File: src/rtl/rv32i_pkg.sv
// Shared widths and the retirement / bank-write records used by the writeback stage.
// bank_map turns a retiring result into the drive of the two 16-entry register banks.
package rv32i_pkg;

   localparam int XLEN       = 32;
   localparam int REG_IDX_W  = 5;
   localparam int BANK_IDX_W = 4;
   localparam int NUM_REGS   = 32;

   localparam logic [REG_IDX_W-1:0] X0_IDX = '0;

   typedef struct packed {
      logic                 valid;
      logic [REG_IDX_W-1:0] rd;
      logic [XLEN-1:0]      data;
   } retire_t;

   typedef struct packed {
      logic [BANK_IDX_W-1:0] idx;
      logic                  lo_we;
      logic                  hi_we;
      logic [XLEN-1:0]       din;
   } bank_wr_t;

   // The top index bit selects the bank; x0 retires without touching either bank.
   function automatic bank_wr_t bank_map(input retire_t r);
      bank_wr_t w;
      w = '0;
      if (r.valid) begin
         w.idx = r.rd[BANK_IDX_W-1:0];
         w.din = r.data;
         if (r.rd != X0_IDX) begin
            w.lo_we = ~r.rd[REG_IDX_W-1];
            w.hi_we =  r.rd[REG_IDX_W-1];
         end
      end
      return w;
   endfunction

endpackage

File: src/rtl/rv32i_wb_tagfifo.sv
// In-order FIFO of destination registers for outstanding loads.
// A push while full is dropped; push and pop may coincide whenever the FIFO is non-empty.
module rv32i_wb_tagfifo
   import rv32i_pkg::*;
#(
   parameter int LD_DEPTH = 2
) (
   input  logic                 clk_i,
   input  logic                 rst_i,
   input  logic                 push_i,
   input  logic [REG_IDX_W-1:0] push_rd_i,
   input  logic                 pop_i,
   output logic [REG_IDX_W-1:0] head_o,
   output logic                 full_o,
   output logic                 empty_o
);

   localparam int PTR_W = (LD_DEPTH > 1) ? $clog2(LD_DEPTH) : 1;
   localparam int CNT_W = PTR_W + 1;

   logic [REG_IDX_W-1:0] mem_q [LD_DEPTH];
   logic [REG_IDX_W-1:0] mem_d [LD_DEPTH];
   logic [PTR_W-1:0]     wr_ptr_q, wr_ptr_d;
   logic [PTR_W-1:0]     rd_ptr_q, rd_ptr_d;
   logic [CNT_W-1:0]     count_q,  count_d;
   logic                 push_ok;
   logic                 pop_ok;

   assign full_o  = (count_q == CNT_W'(LD_DEPTH));
   assign empty_o = (count_q == '0);
   assign head_o  = mem_q[rd_ptr_q];

   assign push_ok = push_i & ~full_o;
   assign pop_ok  = pop_i  & ~empty_o;

   // Pointers wrap by natural overflow since LD_DEPTH is a power of two.
   always_comb begin
      mem_d    = mem_q;
      wr_ptr_d = wr_ptr_q;
      rd_ptr_d = rd_ptr_q;
      count_d  = count_q + CNT_W'(push_ok) - CNT_W'(pop_ok);
      if (push_ok) begin
         mem_d[wr_ptr_q] = push_rd_i;
         wr_ptr_d        = wr_ptr_q + 1'b1;
      end
      if (pop_ok) begin
         rd_ptr_d = rd_ptr_q + 1'b1;
      end
   end

   always_ff @(posedge clk_i) begin
      if (rst_i) begin
         wr_ptr_q <= '0;
         rd_ptr_q <= '0;
         count_q  <= '0;
      end else begin
         wr_ptr_q <= wr_ptr_d;
         rd_ptr_q <= rd_ptr_d;
         count_q  <= count_d;
      end
   end

   // Entry contents are only meaningful while counted, so they carry no reset.
   always_ff @(posedge clk_i) begin
      mem_q <= mem_d;
   end

endmodule

File: src/rtl/rv32i_writeback.sv
// Writeback stage: retires ALU results and in-order load responses into the split
// register banks, tracks registers with loads in flight and raises decode stalls.
module rv32i_writeback
   import rv32i_pkg::*;
#(
   parameter int LD_DEPTH = 2
) (
   input  logic                  clk_i,
   input  logic                  rst_i,
   input  logic                  alu_valid_i,
   input  logic [REG_IDX_W-1:0]  alu_rd_i,
   input  logic [XLEN-1:0]       alu_data_i,
   input  logic                  ld_issue_i,
   input  logic [REG_IDX_W-1:0]  ld_rd_i,
   input  logic                  ld_valid_i,
   input  logic [XLEN-1:0]       ld_data_i,
   output logic                  ld_ready_o,
   input  logic [REG_IDX_W-1:0]  dec_rs1_i,
   input  logic [REG_IDX_W-1:0]  dec_rs2_i,
   input  logic [REG_IDX_W-1:0]  dec_rd_i,
   input  logic                  dec_is_load_i,
   output logic                  stall_o,
   output logic                  ld_full_o,
   output logic [BANK_IDX_W-1:0] wr_rd_16_o,
   output logic [XLEN-1:0]       wr_din_o,
   output logic                  wr_lo_we_o,
   output logic                  wr_hi_we_o
);

   logic [NUM_REGS-1:0]  busy_q, busy_d;
   bank_wr_t             wr_q, wr_d;
   retire_t              retire;
   logic [REG_IDX_W-1:0] fifo_head;
   logic                 fifo_full;
   logic                 fifo_empty;
   logic                 issue_acc;
   logic                 resp_acc;

   rv32i_wb_tagfifo #(
      .LD_DEPTH (LD_DEPTH)
   ) u_tagfifo (
      .clk_i     (clk_i),
      .rst_i     (rst_i),
      .push_i    (ld_issue_i),
      .push_rd_i (ld_rd_i),
      .pop_i     (resp_acc),
      .head_o    (fifo_head),
      .full_o    (fifo_full),
      .empty_o   (fifo_empty)
   );

   // Load response handshake: a response transfers in a cycle where ld_valid_i and
   // ld_ready_o are both high. The ALU owns the write port whenever it has a result,
   // and ready stays low while no load tag is outstanding.
   assign ld_ready_o = ~alu_valid_i & ~fifo_empty;
   assign resp_acc   = ld_valid_i & ld_ready_o;
   assign issue_acc  = ld_issue_i & ~fifo_full;
   assign ld_full_o  = fifo_full;

   // Set after clear so a register reissued as its load completes stays busy.
   always_comb begin
      busy_d = busy_q;
      if (resp_acc) begin
         busy_d[fifo_head] = 1'b0;
      end
      if (issue_acc) begin
         busy_d[ld_rd_i] = 1'b1;
      end
      busy_d[X0_IDX] = 1'b0;
   end

   always_comb begin
      retire       = '0;
      retire.valid = alu_valid_i | resp_acc;
      retire.rd    = alu_valid_i ? alu_rd_i   : fifo_head;
      retire.data  = alu_valid_i ? alu_data_i : ld_data_i;
      wr_d         = bank_map(retire);
   end

   always_ff @(posedge clk_i) begin
      if (rst_i) begin
         busy_q <= '0;
         wr_q   <= '0;
      end else begin
         busy_q <= busy_d;
         wr_q   <= wr_d;
      end
   end

   assign stall_o = busy_q[dec_rs1_i] | busy_q[dec_rs2_i] | busy_q[dec_rd_i]
                  | (dec_is_load_i & fifo_full);

   assign wr_rd_16_o = wr_q.idx;
   assign wr_din_o   = wr_q.din;
   assign wr_lo_we_o = wr_q.lo_we;
   assign wr_hi_we_o = wr_q.hi_we;

endmodule
File: config.mk
export PLATFORM = sky130hd
export DESIGN_NAME = rv32i_writeback
export DESIGN_NICKNAME = d
export VERILOG_FILES = /design/src/rtl/rv32i_pkg.sv /design/src/rtl/rv32i_wb_tagfifo.sv /design/src/rtl/rv32i_writeback.sv
export SDC_FILE = /design/constraint.sdc
export NUM_CORES = 1
export LEC_CHECK = 0
export BUFFER_PORTS_ARGS = -buffer_cell sky130_fd_sc_hd__buf_2
export CAP_MARGIN = 40
export CORE_UTILIZATION = 50
export CTS_BUF_LIST = sky130_fd_sc_hd__clkbuf_4 sky130_fd_sc_hd__clkbuf_8
export CTS_CLUSTER_DIAMETER = 50
export DETAILED_ROUTE_END_ITERATION = 8
export PLACE_DENSITY_LB_ADDON = 0.1
export SLEW_MARGIN = 15
export SYNTH_ARGS = -nofsm -noshare
export SYNTH_HDL_FRONTEND = slang
export SYNTH_SLANG_ARGS = --single-unit
File: constraint.sdc
create_clock -name clk_i -period 3.44 [get_ports clk_i]
set_input_delay 0.688 -clock clk_i [delete_from_list [all_inputs] [get_ports clk_i]]
set_output_delay 0.688 -clock clk_i [all_outputs]
set_load 0.005 [all_outputs]
; ---- Word level (Yosys, flattened, before mapping)
; Index checks and enable logic that the tools add are counted.
[op_classes]
n_addsub = 4
n_lt_le_gt_ge = 10
eq_ne = 1
muxes = 20
bitwise_logic = 20
reduce_logical = 7
[ops]
columns = op, n
row1 = two-way mux 32 bit, 3
row2 = bitwise AND 32 bit, 1
row3 = inverter 32 bit, 1
row4 = bitwise OR 32 bit, 1
row5 = "< comparator 5 x 6 -> 1 bit, second input constant", 5
row6 = two-way mux 5 bit, 5
row7 = binary-select mux 1 bit (select 5 bit), 3
row8 = bitwise mux 10 bit, 1
row9 = demux 1 bit (select 5 bit), 2
row10 = "greater-or-equal comparator 5 x 1 -> 1 bit, second input constant", 2
row11 = inverter 1 bit, 6
row12 = bitwise AND 1 bit, 5
row13 = demux 5 bit (select 1 bit), 1
row14 = two-way mux 1 bit, 5
row15 = nonzero test 5 bit, 1
row16 = "greater-or-equal comparator 2 bit, second input constant", 2
row17 = inverter 1 -> 2 bit, 2
row18 = bitwise OR 1 bit, 4
row19 = logical AND 1 bit, 3
row20 = OR reduction 3 bit, 1
row21 = "adder 1 bit, second input constant", 2
row22 = adder 2 x 1 -> 2 bit, 1
row23 = "== test 2 bit, second input constant", 1
row24 = zero test 2 bit, 1
row25 = 3 further kinds, 3
[word_totals]
register_bits = 84
in_bits = 95

; ---- Longest topological paths before layout
[logic_depth]
ltp_word = 13
ltp_mapped = 8

; ---- Cells and area by module
; Synthesis repeated with hierarchy kept, for this count alone.
[hier_totals]
cells_unflattened = 416
hier_area_um2 = 4070.2
[modules_own_cells]
columns = mod, instances, cells_per_inst, area_each_um2
row1 = rv32i_writeback, 1, 375, 3498.4
row2 = rv32i_wb_tagfifo, 1, 41, 571.8

; ---- Worst setup path after synthesis
; No wires, ideal clock.
[synth_path]
path_type = in2out
start = input port dec_rs1_i[2]
end = output port stall_o
arrival_time_ns = 1.960
setup_slack_ns = 0.792
cell_stages = 5
cell_sequence = buf_2 -> mux4_2 -> o2111a_1 -> nor4_1 -> nand4_1
[synth_between]
elab_chain_len = 5
[synth_lines]
columns = element, line
row1 = start: declaration, rv32i_writeback.sv:18  ; input logic [REG_IDX_W-1:0] dec_rs1_i,
row2 = binary-select mux 1 bit (select 5 bit), rv32i_writeback.sv:90  ; assign stall_o = busy_q[dec_rs1_i] | busy_q[dec_rs2_i] | busy_q[dec_rd_i]
row3 = two-way mux 1 bit (not written as such), rv32i_writeback.sv:90
row4 = bitwise OR 1 bit (2 in a row), rv32i_writeback.sv:90
row5 = bitwise OR 1 bit, rv32i_writeback.sv:91  ; | (dec_is_load_i & fifo_full);
row6 = end: declaration, rv32i_writeback.sv:22  ; output logic stall_o,
; No other way between the ends. The select of a mux whose other input is x is not followed.

; ---- Final worst setup path
[layout_path]
start = input port dec_rs2_i[0]
end = output port stall_o
[layout_between]
elab_chain_len = 5
[layout_lines]
columns = element, line
row1 = start: declaration, rv32i_writeback.sv:19  ; input logic [REG_IDX_W-1:0] dec_rs2_i,
row2 = binary-select mux 1 bit (select 5 bit), rv32i_writeback.sv:90
row3 = two-way mux 1 bit (not written as such), rv32i_writeback.sv:90
row4 = bitwise OR 1 bit (2 in a row), rv32i_writeback.sv:90
row5 = bitwise OR 1 bit, rv32i_writeback.sv:91
; No other way between the ends. The select of a mux whose other input is x is not followed.

==> reports/summary.txt <==
Status: finished clean
Internal: 1680 µW
Final Hold Slack: 0.517 ns
Post-synth top flop: dfxtp_1
Row count: 32
Crit-path cells: buf_2 > mux4_1 > mux2_2 > a311oi_1 > nand4_1 > buf_2
Setup bufs post-CTS: 0
HP Class: register to register
CP startpoint kind: input port
Pin count of the biggest net entering global routing: 47
Total CTS buffers: 9
Slew @ Worst Pin: 0.712 ns
Critical Path End Type: output port
DRT iter0 DRCs: 320
Post-synth EDFFs: 10
Reg2reg setup slack: 1.51 ns
Post-Route WL: 10,600 µm
TritonCTS clock tree: yes
# IOs: 136
Wire length per cell: 15.9 µm
CTS Root Cell: clkbuf_8
Clock Path Buffers: 2
Sequential area share after synthesis: 0.428
Crit Path Category: input port to output port
Slowest stage delay, CP: 0.58 ns
Psw: 675 µW
DRT Pass-1 Iters: 4
Reg2Reg Launch Point: u_tagfifo.rd_ptr_q
Post-CTS sizing: 0
Combinational Power Share: 0.192
Vias in the first global route: 3,393
Ant diodes: 0
Achievable frequency: 0.330 GHz
CTS clk-pin slew, worst paths: 0.08 ns
First-pass GRT wire length: 16,600 µm
Setup Skew: 0.00778 ns
Maximum vdd drop: 0.337 mV
Total number of vias: 3,713
Cells after Synth: 428
RSZ-0062 raised after global routing: false
Largest delay contributor family on the critical path: multiplexers
Hold buffer count at CTS: 0
Post-DRT Antenna Nets: 0
Synthesized area: 4110 µm²
Total track usage: 0.251
Antenna violations before repair: 0
Setup tns final: 0 ns
Power Dens Cells: 464 nW/µm²
Worst Path Buf+Inv: 2
Synth unique cells: 45
Total grt overflow: 0
WP data arrival: 2.34 ns
Reg2reg end: busy_q[4]
Most common cell on crit path: buf_2
#FFs+latches synth: 83
Syn. warnings: 0
CTS Sinks: 83
Via density: 5.61
Detailed placement HPWL: 7940 µm
Hold path cells: 2
Die Ht: 92.7 µm
Worst path required time: 2.75 ns
Syn Nets: 525
Sw Ratio: 0.287
Slew Limit Fails: 0
Port Buf Inserts: 135
Worst-Skew Late Latency: 0.35 ns
Clock group share of total power: 0.339
Area grow syn2layout: 23.2%
DRC: 0
Max-cap violations: 0
Final GP Congestion: 0.921
Relative slew slack: 0.523
Die Width: 92.7 µm
Crit path launch: dec_rs2_i[0]
Die ar.: 8590 µm²
Reg2Reg Depth: 4
Fin. Hold Viols: 0
Hold Path Sink: busy_q[6]
Leak Pwr: 0.00223 µW
Final setup fails: 0
Synth async-reset ratio: 0
Max Fanout on Critical Path: 8
Reg power frac: 0.470
Starting Density: 0.524
Final min period: 3.03 ns
H-tree Lvls: 3
Share of layout cells above drive strength 1: 0.325
Final nets: 652
# fillers: 702
Core area: 7850 µm²
Crit share post-route: 0.881
HP Start: busy_q[6]
Mapped Avg Cell Area: 9.61 µm²
Slowest cell on the critical path: mux4_1
-- kinds of logic after synthesis --
group	Yosys count	share of synthesized area
AOI/OAI and AO/OA	92	0.125
and+or+nand+nor	147	0.167
muxes	67	0.228
xor gates and xnor gates	4	0.00852
DFF	83	0.428
adders and majority gates	2	0.00609
buffers and inverters	33	0.0371
-- power by group through the flow --
stage	Combinational, µW	Sequential, µW	Clock, µW
after floorplan	290	1110	0
after global placement	444	1120	0
after detailed placement	452	1130	0
after CTS	455	1100	811
after global routing	503	1110	848
final	450	1100	796
-- cells in the mapped netlist (7+ instances only) --
cell type	number	area, µm²
dfxtp_1	73	1460
a21oi_1	40	200
mux4_2	14	315
mux2_2	7	78.8
edfxtp_1	10	300
nor2_1	54	203
inv_1	9	33.8
o21ai_0	34	170
mux2i_1	41	410
clkbuf_1	10	37.5
buf_2	8	40.0
nand2_1	51	191
-- metrics by stage --
stage / worst slack, ns / utilization / cells / instance area (µm²) / power (µW)
after floorplan: 0.792 / - / 428 / 4110 / 1400
after global placement: 0.499 / 0.615 / 645 / 4830 / 1570
after detailed placement: 0.439 / 0.616 / 646 / 4830 / 1580
after CTS: 0.431 / 0.645 / 662 / 5060 / 2370
after global routing: 0.335 / 0.645 / 662 / 5060 / 2470
final: 0.410 / 0.645 / 662 / 5060 / 2350
-- worst max-delay path by stage --
stage	end	slack, ns	cells past startpoint
final	stall_o	0.41	6
after global placement	stall_o	0.50	6
after detailed placement	stall_o	0.44	6
after floorplan	stall_o	0.79	5
after global routing	stall_o	0.33	6
after CTS	stall_o	0.43	6
-- final cells by class --
cell class | count | area (µm²) | share of cell area
multi-input combinational | 312 | 2200 | 0.435
sequential | 83 | 1760 | 0.348
timing repair buffer | 140 | 711 | 0.140
tap | 102 | 128 | 0.0252
clock buffer | 9 | 124 | 0.0245
clock inverter | 7 | 106 | 0.0210
inverter | 9 | 33.8 | 0.00667
-- flip-flops by register name, indices dropped and copies added, names as in the netlist --
| register | cells |
|---|---|
| busy_q | 31 |
| u_tagfifo.count_q | 2 |
| u_tagfifo.mem_q | 10 |
| u_tagfifo.rd_ptr_q | 1 |
| u_tagfifo.wr_ptr_q | 1 |
| wr_din_o | 32 |
| wr_hi_we_o | 1 |
| wr_lo_we_o | 1 |
| wr_rd_16_o | 4 |
-- cells in the final DEF, fill, tap and decap left out, types with 3 or more instances in the layout --
master | synthesis | final
inv_1 | 9 | 9
and3_1 | 3 | 3
xnor2_1 | 3 | 3
nand3b_1 | 3 | 3
dfxtp_1 | 73 | 73
nor3b_1 | 5 | 5
mux2i_1 | 41 | 41
nand3_1 | 5 | 5
buf_4 | 1 | 4
nand2_1 | 51 | 51
edfxtp_1 | 10 | 10
nor2b_1 | 5 | 5
nand2b_1 | 4 | 4
mux4_1 | 5 | 5
nor3_1 | 4 | 4
mux4_2 | 14 | 14
nor2_1 | 54 | 54
nor3b_2 | 3 | 3
buf_2 | 8 | 136
mux2_2 | 7 | 7
nor4_1 | 4 | 4
inv_6 | 0 | 3
o21ai_0 | 34 | 34
a21oi_1 | 40 | 40
clkbuf_8 | 0 | 9
-- worst reg2reg max path, delay by kind of cell (launching register included) --
family	cells	cell delay, ns
compound gates	2	0.29
flops	1	0.78
mux	1	0.53
simple gates	1	0.21
-- per-layer routing --
layer / routed length (µm) / global-route usage / vias to the layer above / part of all wire
met3: 819 / 0.0534 / 23 / 0.078
met2: 5270 / 0.408 / 178 / 0.50
met5: 0 / 0 / - / 0
met1: 4250 / 0.327 / 1712 / 0.40
met4: 221 / 0.100 / 0 / 0.021
li1: - / - / 1800 / -
No activity file was read; power rests on OpenSTA's default activity.
